<file path="src/rtl/ucontrol_sequencer.sv">
// Microcoded control unit for the ARC-style 32-bit datapath: walks each instruction
// through fetch/decode/execute/PC-update and drives C-bus, A/B muxes, ALU, PSR and memory.
module ucontrol_sequencer #(
  parameter int DATAWIDTH_DECODER_SELECTION = 6,
  parameter int DATAWIDTH_MUX_SELECTION     = 6,
  parameter int DATAWIDTH_ALU_SELECTION     = 4,
  parameter int REG_PC    = 32,
  parameter int REG_TEMP0 = 33,
  parameter int REG_IR    = 37,
  parameter int REG_LINK  = 15
) (
  input  logic                                   uControl_CLOCK_50,
  input  logic                                   uControl_Reset_InHigh,
  input  logic [1:0]                             RegIR_OP,
  input  logic [2:0]                             RegIR_OP2,
  input  logic [5:0]                             RegIR_OP3,
  input  logic [4:0]                             RegIR_RD,
  input  logic [4:0]                             RegIR_RS1,
  input  logic                                   RegIR_BIT13,
  input  logic [4:0]                             RegIR_RS2,
  input  logic                                   PSR_Negative_InHigh,
  input  logic                                   PSR_Zero_InHigh,
  input  logic                                   PSR_Overflow_InHigh,
  input  logic                                   PSR_Carry_InHigh,
  input  logic                                   uControl_MemReady_InHigh,
  output logic [DATAWIDTH_DECODER_SELECTION-1:0] uControl_DecoderSel_Out,
  output logic                                   uControl_DecoderWrite_Out,
  output logic                                   uControl_CSrcMem_Out,
  output logic [DATAWIDTH_MUX_SELECTION-1:0]     uControl_MuxA_Out,
  output logic [DATAWIDTH_MUX_SELECTION-1:0]     uControl_MuxB_Out,
  output logic [DATAWIDTH_ALU_SELECTION-1:0]     uControl_ALUSel_Out,
  output logic                                   uControl_PSRLoad_Out,
  output logic                                   uControl_MemRead_Out,
  output logic                                   uControl_MemWrite_Out,
  output logic                                   uControl_Illegal_Out,
  output logic [3:0]                             uControl_State_Out
);
  localparam int DW = DATAWIDTH_DECODER_SELECTION;
  localparam int MW = DATAWIDTH_MUX_SELECTION;
  localparam int AW = DATAWIDTH_ALU_SELECTION;

  localparam logic [DW-1:0] SEL_PC = DW'(REG_PC),  SEL_T0 = DW'(REG_TEMP0);
  localparam logic [DW-1:0] SEL_IR = DW'(REG_IR),  SEL_LK = DW'(REG_LINK);
  localparam logic [MW-1:0] MUX_PC = MW'(REG_PC),  MUX_T0 = MW'(REG_TEMP0);
  localparam logic [MW-1:0] MUX_IR = MW'(REG_IR);

  localparam logic [AW-1:0] ALU_ANDCC = AW'(0),  ALU_ORCC  = AW'(1),  ALU_ORNCC = AW'(2);
  localparam logic [AW-1:0] ALU_ADDCC = AW'(3),  ALU_SRL   = AW'(4),  ALU_ADD   = AW'(9);
  localparam logic [AW-1:0] ALU_INCPC = AW'(10), ALU_SETHI = AW'(11), ALU_SIMM  = AW'(12);
  localparam logic [AW-1:0] ALU_D22   = AW'(13), ALU_D30   = AW'(14), ALU_PASSA = AW'(15);

  // Branch and call PC+temp0 share one state so the whole machine fits the 4-bit debug port.
  typedef enum logic [3:0] {
    S_RESET = 4'd0,  S_FETCH = 4'd1,  S_DECODE = 4'd2, S_IMM    = 4'd3,
    S_ALU   = 4'd4,  S_ADDR  = 4'd5,  S_LDMEM  = 4'd6, S_STMEM  = 4'd7,
    S_SETHI = 4'd8,  S_BRTST = 4'd9,  S_BR1    = 4'd10, S_PCADD = 4'd11,
    S_CALL1 = 4'd12, S_CALL2 = 4'd13, S_PCINC  = 4'd14, S_ILL   = 4'd15
  } state_t;

  state_t r_state, w_next;

  logic w_alu_op, w_mem_op, w_rd_nz, w_taken, w_cc;
  logic [AW-1:0] w_alu_fn;

  always_comb begin
    w_rd_nz  = (RegIR_RD != 5'd0);
    w_alu_op = (RegIR_OP == 2'b10) &&
               (RegIR_OP3 inside {6'b000000, 6'b010000, 6'b010001,
                                  6'b010010, 6'b010110, 6'b100110});
    w_mem_op = (RegIR_OP == 2'b11) && (RegIR_OP3 inside {6'b000000, 6'b000100});
    w_cc     = 1'b0;
    w_alu_fn = ALU_ADD;
    case (RegIR_OP3)
      6'b010000: begin w_alu_fn = ALU_ADDCC; w_cc = 1'b1; end
      6'b010001: begin w_alu_fn = ALU_ANDCC; w_cc = 1'b1; end
      6'b010010: begin w_alu_fn = ALU_ORCC;  w_cc = 1'b1; end
      6'b010110: begin w_alu_fn = ALU_ORNCC; w_cc = 1'b1; end
      6'b100110: w_alu_fn = ALU_SRL;
      default:   w_alu_fn = ALU_ADD;
    endcase
    case (RegIR_RD[3:0])
      4'b1000: w_taken = 1'b1;
      4'b0001: w_taken = PSR_Zero_InHigh;
      4'b0101: w_taken = PSR_Carry_InHigh;
      4'b0110: w_taken = PSR_Negative_InHigh;
      4'b0111: w_taken = PSR_Overflow_InHigh;
      default: w_taken = 1'b0;
    endcase
  end

  always_ff @(posedge uControl_CLOCK_50) begin
    if (uControl_Reset_InHigh) r_state <= S_RESET;
    else                       r_state <= w_next;
  end

  always_comb begin
    w_next                    = r_state;
    uControl_DecoderSel_Out   = '0;
    uControl_DecoderWrite_Out = 1'b0;
    uControl_CSrcMem_Out      = 1'b0;
    uControl_MuxA_Out         = '0;
    uControl_MuxB_Out         = '0;
    uControl_ALUSel_Out       = '0;
    uControl_PSRLoad_Out      = 1'b0;
    uControl_MemRead_Out      = 1'b0;
    uControl_MemWrite_Out     = 1'b0;
    uControl_Illegal_Out      = 1'b0;
    case (r_state)
      S_RESET: w_next = S_FETCH;
      S_FETCH: begin
        uControl_MuxA_Out         = MUX_PC;
        uControl_MemRead_Out      = 1'b1;
        uControl_DecoderSel_Out   = SEL_IR;
        uControl_CSrcMem_Out      = 1'b1;
        uControl_DecoderWrite_Out = uControl_MemReady_InHigh;
        if (uControl_MemReady_InHigh) w_next = S_DECODE;
      end
      S_DECODE: begin
        if (w_alu_op)                                     w_next = RegIR_BIT13 ? S_IMM : S_ALU;
        else if (w_mem_op)                                w_next = RegIR_BIT13 ? S_IMM : S_ADDR;
        else if (RegIR_OP == 2'b00 && RegIR_OP2 == 3'b100) w_next = S_SETHI;
        else if (RegIR_OP == 2'b00 && RegIR_OP2 == 3'b010) w_next = S_BRTST;
        else if (RegIR_OP == 2'b01)                       w_next = S_CALL1;
        else                                              w_next = S_ILL;
      end
      S_IMM: begin
        uControl_MuxB_Out         = MUX_IR;
        uControl_ALUSel_Out       = ALU_SIMM;
        uControl_DecoderSel_Out   = SEL_T0;
        uControl_DecoderWrite_Out = 1'b1;
        w_next = (RegIR_OP == 2'b11) ? S_ADDR : S_ALU;
      end
      S_ALU: begin
        uControl_MuxA_Out         = MW'(RegIR_RS1);
        uControl_MuxB_Out         = RegIR_BIT13 ? MUX_T0 : MW'(RegIR_RS2);
        uControl_ALUSel_Out       = w_alu_fn;
        uControl_DecoderSel_Out   = DW'(RegIR_RD);
        uControl_DecoderWrite_Out = w_rd_nz;
        uControl_PSRLoad_Out      = w_cc;
        w_next = S_PCINC;
      end
      S_ADDR: begin
        uControl_MuxA_Out         = MW'(RegIR_RS1);
        uControl_MuxB_Out         = RegIR_BIT13 ? MUX_T0 : MW'(RegIR_RS2);
        uControl_ALUSel_Out       = ALU_ADD;
        uControl_DecoderSel_Out   = SEL_T0;
        uControl_DecoderWrite_Out = 1'b1;
        w_next = (RegIR_OP3 == 6'b000000) ? S_LDMEM : S_STMEM;
      end
      S_LDMEM: begin
        uControl_MuxA_Out         = MUX_T0;
        uControl_MemRead_Out      = 1'b1;
        uControl_CSrcMem_Out      = 1'b1;
        uControl_DecoderSel_Out   = DW'(RegIR_RD);
        uControl_DecoderWrite_Out = uControl_MemReady_InHigh & w_rd_nz;
        if (uControl_MemReady_InHigh) w_next = S_PCINC;
      end
      S_STMEM: begin
        uControl_MuxA_Out     = MUX_T0;
        uControl_MuxB_Out     = MW'(RegIR_RD);
        uControl_MemWrite_Out = 1'b1;
        if (uControl_MemReady_InHigh) w_next = S_PCINC;
      end
      S_SETHI: begin
        uControl_MuxB_Out         = MUX_IR;
        uControl_ALUSel_Out       = ALU_SETHI;
        uControl_DecoderSel_Out   = DW'(RegIR_RD);
        uControl_DecoderWrite_Out = w_rd_nz;
        w_next = S_PCINC;
      end
      S_BRTST: w_next = w_taken ? S_BR1 : S_PCINC;
      S_BR1: begin
        uControl_MuxB_Out         = MUX_IR;
        uControl_ALUSel_Out       = ALU_D22;
        uControl_DecoderSel_Out   = SEL_T0;
        uControl_DecoderWrite_Out = 1'b1;
        w_next = S_PCADD;
      end
      S_PCADD: begin
        uControl_MuxA_Out         = MUX_PC;
        uControl_MuxB_Out         = MUX_T0;
        uControl_ALUSel_Out       = ALU_ADD;
        uControl_DecoderSel_Out   = SEL_PC;
        uControl_DecoderWrite_Out = 1'b1;
        w_next = S_FETCH;
      end
      S_CALL1: begin
        uControl_MuxA_Out         = MUX_PC;
        uControl_ALUSel_Out       = ALU_PASSA;
        uControl_DecoderSel_Out   = SEL_LK;
        uControl_DecoderWrite_Out = 1'b1;
        w_next = S_CALL2;
      end
      S_CALL2: begin
        uControl_MuxB_Out         = MUX_IR;
        uControl_ALUSel_Out       = ALU_D30;
        uControl_DecoderSel_Out   = SEL_T0;
        uControl_DecoderWrite_Out = 1'b1;
        w_next = S_PCADD;
      end
      S_PCINC: begin
        uControl_MuxA_Out         = MUX_PC;
        uControl_ALUSel_Out       = ALU_INCPC;
        uControl_DecoderSel_Out   = SEL_PC;
        uControl_DecoderWrite_Out = 1'b1;
        w_next = S_FETCH;
      end
      S_ILL: uControl_Illegal_Out = 1'b1;
      default: w_next = S_RESET;
    endcase
  end

  assign uControl_State_Out = r_state;
endmodule
</file>
<file path="config.mk">
export PLATFORM = sky130hd
export DESIGN_NAME = ucontrol_sequencer
export DESIGN_NICKNAME = d
export VERILOG_FILES = /design/src/rtl/ucontrol_sequencer.sv
export SDC_FILE = /design/constraint.sdc
export NUM_CORES = 1
export LEC_CHECK = 0
export BUFFER_PORTS_ARGS = -buffer_cell sky130_fd_sc_hd__buf_2
export CAP_MARGIN = 20
export CORE_MARGIN = 2
export CORE_UTILIZATION = 40
export DETAILED_ROUTE_END_ITERATION = 12
export PLACE_DENSITY_LB_ADDON = 0.2
export SLEW_MARGIN = 10
export SYNTH_ARGS = -nofsm -noshare
export SYNTH_HDL_FRONTEND = slang
export SYNTH_SLANG_ARGS = --single-unit
</file>
<file path="constraint.sdc">
create_clock -name uControl_CLOCK_50 -period 1.56 [get_ports uControl_CLOCK_50]
set_input_delay 0.234 -clock uControl_CLOCK_50 [delete_from_list [all_inputs] [get_ports uControl_CLOCK_50]]
set_output_delay 0.234 -clock uControl_CLOCK_50 [all_outputs]
set_load 0.01 [all_outputs]
</file>
==> results.ini, run 1 <==
[sta]
skew_ns=0.00847
fmax_mhz=593
fin_ws_ns=-0.125
finalSetupViolCount=23
drv_slew=0
period_needed_ns=1.68
hold_viol_final=0
slew_headroom_pct=71.7
tightest_slew_ns=0.419
rsz0062_at_grt=yes
post-route-period-util_pct=108

[finish]
utilization_pct=82.6
largest_register_ffs=4
layout_common_cells=buf_2 (64), buf_4 (41), nand2_1 (13)
diodes=0
nNetsFinal=322
drive_gt1_share_pct=63.3
mostFrequentLayoutCell=buf_2
syn_to_final_growth_pct=101
fin_area_um2=2220

[grt]
antenna_found_initial=0
grt_pass1_wl_um=7730
grt_overflow_total=0
grt_max_degree=12
grt_use_total_pct=30.4
grt_pass1_vias=1641

[critical_path]
cp_max_fo=6
worstSetupPathType=flop to output pin
reg2reg_slack_ns=-0.04
reg2regPathDepth=8
cp.arrival_ns=1.45
crit_path_cell_trace=nor2b_4 -> o21ai_2 -> a21oi_1 -> nor2_1 -> a211oi_2 -> buf_2
cp_slowest_cell=dfxtp_4
regToRegEndpoint=uControl_State_Out[0]$_SDFFE_PP0P_
cp-start-kind=flop
crit_path_end_kind=output pin
slowest_delay_ns=0.40
timing.rr.start=uControl_State_Out[2]$_SDFFE_PP0P_
crit_required_ns=1.33

[clocking]
cts_tree=done
clock-sinks=4
cts_made_buffers=3
clockBufferDepth=2
h-tree-depth=1
cts.reportedPaths.clkPinSlew_ns=0.05
clkLatencyLatePin_ns=0.25
cts-root-buf=clkbuf_4

[power]
vdd_drop_max_uv=1320
p_per_area_nw_per_um2=1740
power_leakage_nw=1.04

[synth]
syn_area_per_cell_um2=6.17
synth_fp_nets=213
syn_inst=179
ys_warn_count=0
async_flop_share_pct=0
ys_ff_latch=4
synth_edf_count=0
synth_seq_area_share_pct=7.25
synth_area_um2=1100
ys_types=51
synth_flop_cell=dfxtp_1

[die]
die_x_um=56.6
start_util_pct=41.1
core_um2=2690
fp.dieArea_um2=3200
ios=66
rows=19
die_y_um=56.6

[route]
drc=0
routed_wl_um=5490
drt_iter0_drc=121
first_pass_iters=5
ant_nets=0
avgViaCountPerCell=6.03
routedWlPerCell_um=17.3
num_vias=1912

[hold_path]
whs_path_depth=2
min_from=uControl_Reset_InHigh
timing.hold.worst_endpoint=uControl_State_Out[0]$_SDFFE_PP0P_
hold_path.class=primary input to flop

[outcome]
violations=negative setup slack
outcome=complete, but fails checks

[place]
portBuffers=65
place_congestion=0.901
place_area_um2=1690
hpwl_um=3140

[run]
drv_cap=0

[power by group]
part	internal [W]	total (W)	leakage, nW	switching (W)
Clock	0.0000869	0.000142	0.0138	0.0000551
Combinational	0.00162	0.00341	0.995	0.00179
Sequential	0.000177	0.000298	0.0357	0.000121
[per-layer routing]
metal | global-route usage (%) | up-vias | share of wire [%]
li1 | - | 883 | -
met1 | 38.4 | 875 | 37
met2 | 53.8 | 128 | 50
met3 | 2.53 | 26 | 9.7
met4 | 10.2 | 0 | 3.4
met5 | 0 | - | 0
[layout make-up]
type | instances | area [um^2]
clock buffers | 3 | 22.5
fillers | 173 | 467
inverters | 6 | 25.0
multi-input cells | 153 | 1200
flip-flops and latches | 4 | 95.1
well taps | 31 | 38.8
repair buffers | 120 | 842
[synthesized netlist by cell type (all sizes together) (2+ instances only)]
cell type   n  area share [%]
a31oi       5             2.8
o22ai       2             1.1
nor3        5             2.3
nor2b       4             2.3
mux2i       4             3.6
a221oi      2             2.2
or3         3             1.7
dfxtp       4             7.2
nand2      20             6.8
nand3b      3             2.0
a22oi       2             1.4
nor3b       4             2.7
buf        11             5.2
a22o        3             2.4
o21ai      13             5.9
a21oi      16             7.2
xnor2       2             1.6
and3        5             2.8
inv         6             2.0
nand2b      4             2.3
a21o        2             1.4
clkbuf      5             1.8
nor2       21             7.1
a32oi       4             3.2
or2         3             1.7
o211ai      2             1.4
a211oi      5             3.9
nand3       2            0.91
[per-stage QoR]
| stage | TNS (ns) | std cells | hold slack (ns) | total power, W | setup slack, ns |
|---|---|---|---|---|---|
| 6_report | -1.18 | 317 | 0.210 | 0.00385 | -0.125 |
| 5_1_grt | -2.22 | 317 | 0.216 | 0.00404 | -0.169 |
| 4_1_cts | -0.838 | 312 | 0.193 | 0.00332 | -0.0952 |
| 3_5_place_dp | -0.476 | 294 | 0.460 | 0.00255 | -0.150 |
| 3_3_place_gp | -0.441 | 294 | 0.463 | 0.00255 | -0.124 |
| 2_1_floorplan | -0.0232 | 179 | 0.303 | 0.00161 | -0.0232 |
[worst max-delay path: cells and delay by family (launching register included)]
kind,cells,cell delay (ns)
flip-flops,1,0.40
AO/OA/AOI/OAI,3,0.37
AND/OR/NAND/NOR,2,0.26
buffers and inverters,1,0.17
[kinds of logic after synthesis]
kind of cell	share of synthesized area [%]
DFF	7.25
buffers and inverters	9.06
and+or+nand+nor	36.0
AOI/OAI and AO/OA	40.7
xor gates and xnor gates	2.38
muxes	4.64
[worst max-delay path by stage]
stage,depth (start not counted),start,slack [ns],endpoint
2_1_floorplan,6,uControl_State_Out[0]$_SDFFE_PP0P_,-0.02,uControl_MemRead_Out
6_report,6,uControl_State_Out[3]$_SDFFE_PP0P_,-0.12,uControl_DecoderWrite_Out
5_1_grt,7,uControl_State_Out[2]$_SDFFE_PP0P_,-0.17,uControl_MuxB_Out[2]
3_5_place_dp,7,RegIR_RD[2],-0.15,uControl_DecoderWrite_Out
4_1_cts,6,uControl_State_Out[2]$_SDFFE_PP0P_,-0.1,uControl_DecoderSel_Out[2]
3_3_place_gp,7,RegIR_RD[2],-0.12,uControl_DecoderWrite_Out
[what timing repair did]
item,in CTS,in global routing
endpoints found under the setup margin,23,25
resized for setup,60,37
pin swaps,17,28
hold buffers,0,0
cloned,2,0
setup buffers,13,6
No activity file was read; power rests on OpenSTA's default activity.
==> run 2: changes to the inputs <==
- SKIP_LAST_GASP: unset -> 1
- TNS_END_PERCENT: unset -> 20
==> run 2 against run 1 <==
Against the previous run: the flow still finishes with violations (negative setup slack); highest routed layer unchanged; core utilization down 10 points; largest power group unchanged; worst hold slack worse by 0.0029 ns; clock skew down 0.0046 ns; register-to-register slack better by 0.17 ns; non-clock buffer count down 10; cell count down 3.2%; setup slack better by 0.035 ns; clock-buffer cell count unchanged; sequential share of layout area up 0.59 points.
==> results.ini, run 2 (synthesized netlist as in run 1, its figures left out) <==
[sta]
fin_ws_ns=-0.0896  ; +0.0354 ns
skew_ns=0.00390  ; -0.00456 ns
tns_ns=-0.841  ; +0.335 ns
post-route-period-util_pct=106  ; -2.3 points
fmax_mhz=606  ; +2.1%
drv_slew=0  ; unchanged
hold_viol_final=0  ; unchanged
finalSetupViolCount=17  ; -26%
rsz0062_at_grt=yes
period_needed_ns=1.65  ; -0.0354 ns
slew_headroom_pct=77.8  ; +6.2 points
tightest_slew_ns=0.332  ; -0.0875 ns

[clocking]
hold_buffers=0  ; unchanged
clock-sinks=4  ; unchanged
cts_made_buffers=3  ; unchanged
cts-root-buf=clkbuf_4
clockBufferDepth=2  ; unchanged
h-tree-depth=1  ; unchanged
cts.reportedPaths.clkPinSlew_ns=0.03  ; -0.02 ns
cts_tree=done
clkLatencyLatePin_ns=0.24  ; about the same

[place]
dpl_worst_slack_ns=-0.132  ; +0.0179 ns
hpwl_um=3200  ; +2.1%
portBuffers=65  ; unchanged
place_inst=297  ; +1.0%
place_congestion=0.888  ; -1.4%
place_area_um2=1710  ; +1.3%

[die]
fp.dieArea_um2=3200  ; unchanged
ios=66  ; unchanged
die_y_um=56.6  ; unchanged
start_util_pct=41.1  ; unchanged
rows=19  ; unchanged
core_um2=2690  ; unchanged
die_x_um=56.6  ; unchanged

[critical_path]
crit_required_ns=1.33  ; about the same
cp_max_fo=12  ; +6
worstSetupPathType=flop to output pin
crit_path_end_kind=output pin
cp.arrival_ns=1.42  ; -0.03 ns
cp-start-kind=flop

[route]
routed_wl_um=4340  ; -21%
ant_nets=0  ; unchanged
num_vias=1739  ; -9.0%
routedWlPerCell_um=14.1  ; -18%
first_pass_iters=4  ; -1
drt_iter0_drc=61  ; -50%
avgViaCountPerCell=5.66  ; -6.1%
drc=0  ; unchanged

[finish]
nNetsFinal=312  ; -3.1%
fin_area_um2=1950  ; -12%
largest_register_ffs=4  ; unchanged
diodes=0  ; unchanged
syn_to_final_growth_pct=76.6
final_cells=307  ; -3.2%
layout_common_cells=buf_2 (65), buf_4 (37), nor2_1 (18)
drive_gt1_share_pct=54.0  ; -9.3 points
mostFrequentLayoutCell=buf_2

[power]
p_switching_w=0.00162  ; -18%
power_leakage_nw=0.958  ; -8.3%
p_int_w=0.00159  ; -15%
p_per_area_nw_per_um2=1650  ; -5.2%
pwr-share-comb_pct=86.7  ; -1.9 points
pwr-share-clk_pct=4.1  ; +0.4 points
power.total_w=0.00321  ; -17%
power_frac_seq_pct=9.2  ; +1.5 points
swShare_pct=50.4  ; -0.70 points
vdd_drop_max_uv=1380  ; +4.7%

[outcome]
violations=negative setup slack
outcome=complete, but fails checks

[grt]
grt_pass1_wl_um=7010  ; -9.4%
grt_pass1_vias=1608  ; -2.0%
grt_max_degree=17  ; +5
grt_overflow_total=0  ; unchanged
grt_use_total_pct=26.7  ; -3.8 points
antenna_found_initial=0  ; unchanged

[run]
drv_cap=0  ; unchanged

[hold_path]
hold_path.class=primary input to flop

==> run 2: repair_timing <==
item,4_1_cts,5_1_grt
gates cloned,1,0
buffers inserted,4,2
pin swaps,6,10
endpoints found under the setup margin,26,24
resized for setup,40,8
==> run 2: area by class of cell <==
class / instances / area, um^2
fill: 222 / 736
timing repair buffer: 110 / 722
sequential: 4 / 95.1
inverter: 6 / 22.5
multi-input combinational: 153 / 1050
tap: 31 / 38.8
clock buffer: 3 / 22.5
==> run 2: metrics by stage <==
step	util [%]	hold WS [ns]
global route	72.6	0.218
global placement	63.6	0.457
detailed placement	63.6	0.465
floorplan	-	0.303
finish	72.6	0.207
CTS	71.4	0.209
==> run 2: worst paths after layout <==
| kind | endpoint | depth (start not counted) | slack (ns) | start |
|---|---|---|---|---|
| worst min-delay path | uControl_State_Out[0]$_SDFFE_PP0P_ | 2 | 0.21 | uControl_Reset_InHigh |
| worst max-delay path | uControl_DecoderSel_Out[0] | 4 | -0.09 | uControl_State_Out[2]$_SDFFE_PP0P_ |
| worst min register to register | uControl_State_Out[3]$_SDFFE_PP0P_ | 3 | 0.77 | uControl_State_Out[1]$_SDFFE_PP0P_ |
| worst max register to register | uControl_State_Out[0]$_SDFFE_PP0P_ | 7 | 0.13 | uControl_State_Out[1]$_SDFFE_PP0P_ |
==> run 2: routing by layer <==
metal  wire (um)  vias up  GRT usage (%)  share of wire [%]
li1            -      860              -                  -
met1        1930      788           37.0                 44
met2        2040       81           41.7                 47
met3         308       10           4.15                7.1
met4          63        0           9.18                1.5
met5           0        -              0                  0
==> run 2: power by group through the flow <==
stage / logic, W / clock network, W / registers, W
CTS: 0.00266 / 0.000133 / 0.000284
global route: 0.00296 / 0.000138 / 0.000309
global placement: 0.00233 / 0 / 0.000230
floorplan: 0.00140 / 0 / 0.000206
finish: 0.00279 / 0.000131 / 0.000297
detailed placement: 0.00235 / 0 / 0.000230
==> run 2: worst max-delay path, stage by stage (launching register included) <==
cell and delay, ns:
dfxtp_4 0.41, buf_4 0.22, o21ai_0 0.11, a221oi_2 0.26
buf_2 0.17
==> run 3: changes to the inputs <==
- clock period: 1.56 -> 1.4 ns (I/O delays scaled with it)
==> run 3 against run 2 <==
Against the previous run: clock skew about the same; sequential cell count unchanged; clock power up 22%; sequential power up 16%; core utilization up 6.4 points; the flow still finishes with violations (negative setup slack); first-iteration DRC count up 33%; via count up 9.9%; total power up 22%; cell count up 7.5%; largest cell class unchanged; die area unchanged.
==> results.ini, run 3 (synthesized netlist as in run 1, its figures left out) <==
[power]
power_leakage_nw=1.08  ; +13%
vdd_drop_max_uv=1780  ; +29%
p_per_area_nw_per_um2=1850  ; +13%

[critical_path]
worstSetupPathType=flop to output pin
slowest_delay_ns=0.39  ; -0.02 ns
cp.arrival_ns=1.43  ; about the same
cp-start-kind=flop
cp_slowest_cell=dfxtp_4
critPathTopFamily=buffers and inverters
reg2reg_slack_ns=-0.05  ; -0.18 ns
reg2regPathDepth=6  ; -1
cp_max_fo=7  ; -5
crit_path_cell_trace=buf_6 -> nor2b_4 -> buf_4 -> nor3_1 -> o21ai_1 -> buf_2
crit_path_end_kind=output pin
startpoint=uControl_State_Out[1]$_SDFFE_PP0P_
regToRegEndpoint=uControl_State_Out[0]$_SDFFE_PP0P_
timing.rr.start=uControl_State_Out[2]$_SDFFE_PP0P_
crit_required_ns=1.19  ; -0.14 ns
critPathBufInv=3  ; +1

[clocking]
clockBufferDepth=2  ; unchanged
h-tree-depth=1  ; unchanged
cts.reportedPaths.clkPinSlew_ns=0.04  ; about the same
cts_tree=done
clock-sinks=4  ; unchanged
cts_made_buffers=3  ; unchanged
clkLatencyLatePin_ns=0.25  ; about the same
cts-root-buf=clkbuf_4
hold_buffers=0  ; unchanged

[finish]
layout_common_cells=buf_2 (64), buf_4 (60), nor2_1 (16)
syn_to_final_growth_pct=92.1
nNetsFinal=335  ; +7.4%
utilization_pct=79.0  ; +6.4 points
mostFrequentLayoutCell=buf_2
drive_gt1_share_pct=57.5  ; +3.5 points
diodes=0  ; unchanged
largest_register_ffs=4  ; unchanged

[sta]
period_needed_ns=1.64
slew_headroom_pct=77.6  ; -0.25 points
tightest_slew_ns=0.334  ; +0.00253 ns
skew_ns=0.00363  ; -0.000272 ns
finalSetupViolCount=29  ; +12
hold_viol_final=0  ; unchanged
fin_ws_ns=-0.236  ; -0.147 ns
drv_slew=0  ; unchanged
fmax_mhz=611
rsz0062_at_grt=yes
post-route-period-util_pct=117
timing.hold.ws_ns=0.186  ; -0.0207 ns
tns_ns=-4.65  ; -3.81 ns

[outcome]
outcome=complete, but fails checks
violations=negative setup slack

[die]
rows=19  ; unchanged
die_y_um=56.6  ; unchanged
die_x_um=56.6  ; unchanged
start_util_pct=41.1  ; unchanged
fp.dieArea_um2=3200  ; unchanged
core_um2=2690  ; unchanged
ios=66  ; unchanged

[route]
wl_met1_um=2060  ; +7.0%
routedWlPerCell_um=15.0  ; +6.0%
drt_iter0_drc=81  ; +33%
first_pass_iters=5  ; +1
num_vias=1911  ; +9.9%
drc=0  ; unchanged
maxUsedRoutingLayer=met4
avgViaCountPerCell=5.79  ; +2.2%
ant_nets=0  ; unchanged
met2_length_um=2380  ; +17%
wl_met3_um=379  ; +23%
routed_wl_um=4940  ; +14%

[place]
place_congestion=0.879  ; -0.92%
dpl_worst_slack_ns=-0.192  ; -0.0605 ns
hpwl_um=3460  ; +8.0%
portBuffers=65  ; unchanged

[hold_path]
min_from=uControl_Reset_InHigh
hold_path.class=primary input to flop
timing.hold.worst_endpoint=uControl_State_Out[3]$_SDFFE_PP0P_
whs_path_depth=2  ; unchanged

[grt]
grt_max_degree=13  ; -4
grt_pass1_wl_um=7810  ; +11%
grt_overflow_total=0  ; unchanged
antenna_found_initial=0  ; unchanged
grt_use_total_pct=29.9  ; +3.2 points
grt_pass1_vias=1817  ; +13%

[run]
drv_cap=0  ; unchanged

run 3: cell type report:
type,instances,area (um^2)
well taps,31,38.8
multi-input cells,153,1060
flip-flops and latches,4,95.1
fillers,190,564
inverters,6,26.3
clock buffers,3,22.5
repair buffers,133,876
run 3: worst max-delay path by stage:
| stage | end | slack [ns] | cells past startpoint |
|---|---|---|---|
| after CTS | uControl_DecoderSel_Out[0] | -0.22 | 5 |
| after detailed placement | uControl_DecoderWrite_Out | -0.19 | 7 |
| after global routing | uControl_MuxA_Out[5] | -0.29 | 6 |
| after global placement | uControl_DecoderWrite_Out | -0.18 | 7 |
| final | uControl_ALUSel_Out[3] | -0.24 | 6 |
| after floorplan | uControl_PSRLoad_Out | -0.04 | 4 |
run 3: per-layer routing:
| layer | global-route usage, % | vias up |
|---|---|---|
| met1 | 40.1 | 888 |
| met4 | 9.18 | 0 |
| li1 | - | 907 |
| met3 | 3.46 | 16 |
| met2 | 49.7 | 100 |
| met5 | 0 | - |
run 3: report_power, final:
group | switching, W | internal, W
Sequential | 0.000148 | 0.000197
Clock | 0.0000634 | 0.0000970
Combinational | 0.00170 | 0.00173
Total | 0.00191 | 0.00202
run 3: through the flow:
| stage | cells | cell area (um^2) | power [W] |
|---|---|---|---|
| 4_1_cts | 328 | 2030 | 0.00365 |
| 5_1_grt | 330 | 2120 | 0.00422 |
| 2_1_floorplan | 179 | 1180 | 0.00187 |
| 6_report | 330 | 2120 | 0.00393 |
| 3_3_place_gp | 319 | 1890 | 0.00315 |
| 3_5_place_dp | 319 | 1890 | 0.00318 |
run 3: repair_timing:
action	4_1_cts	5_1_grt
setup endpoints to repair	32	31
gates resized for setup	31	19
pin swaps	3	11
buffers inserted	6	2
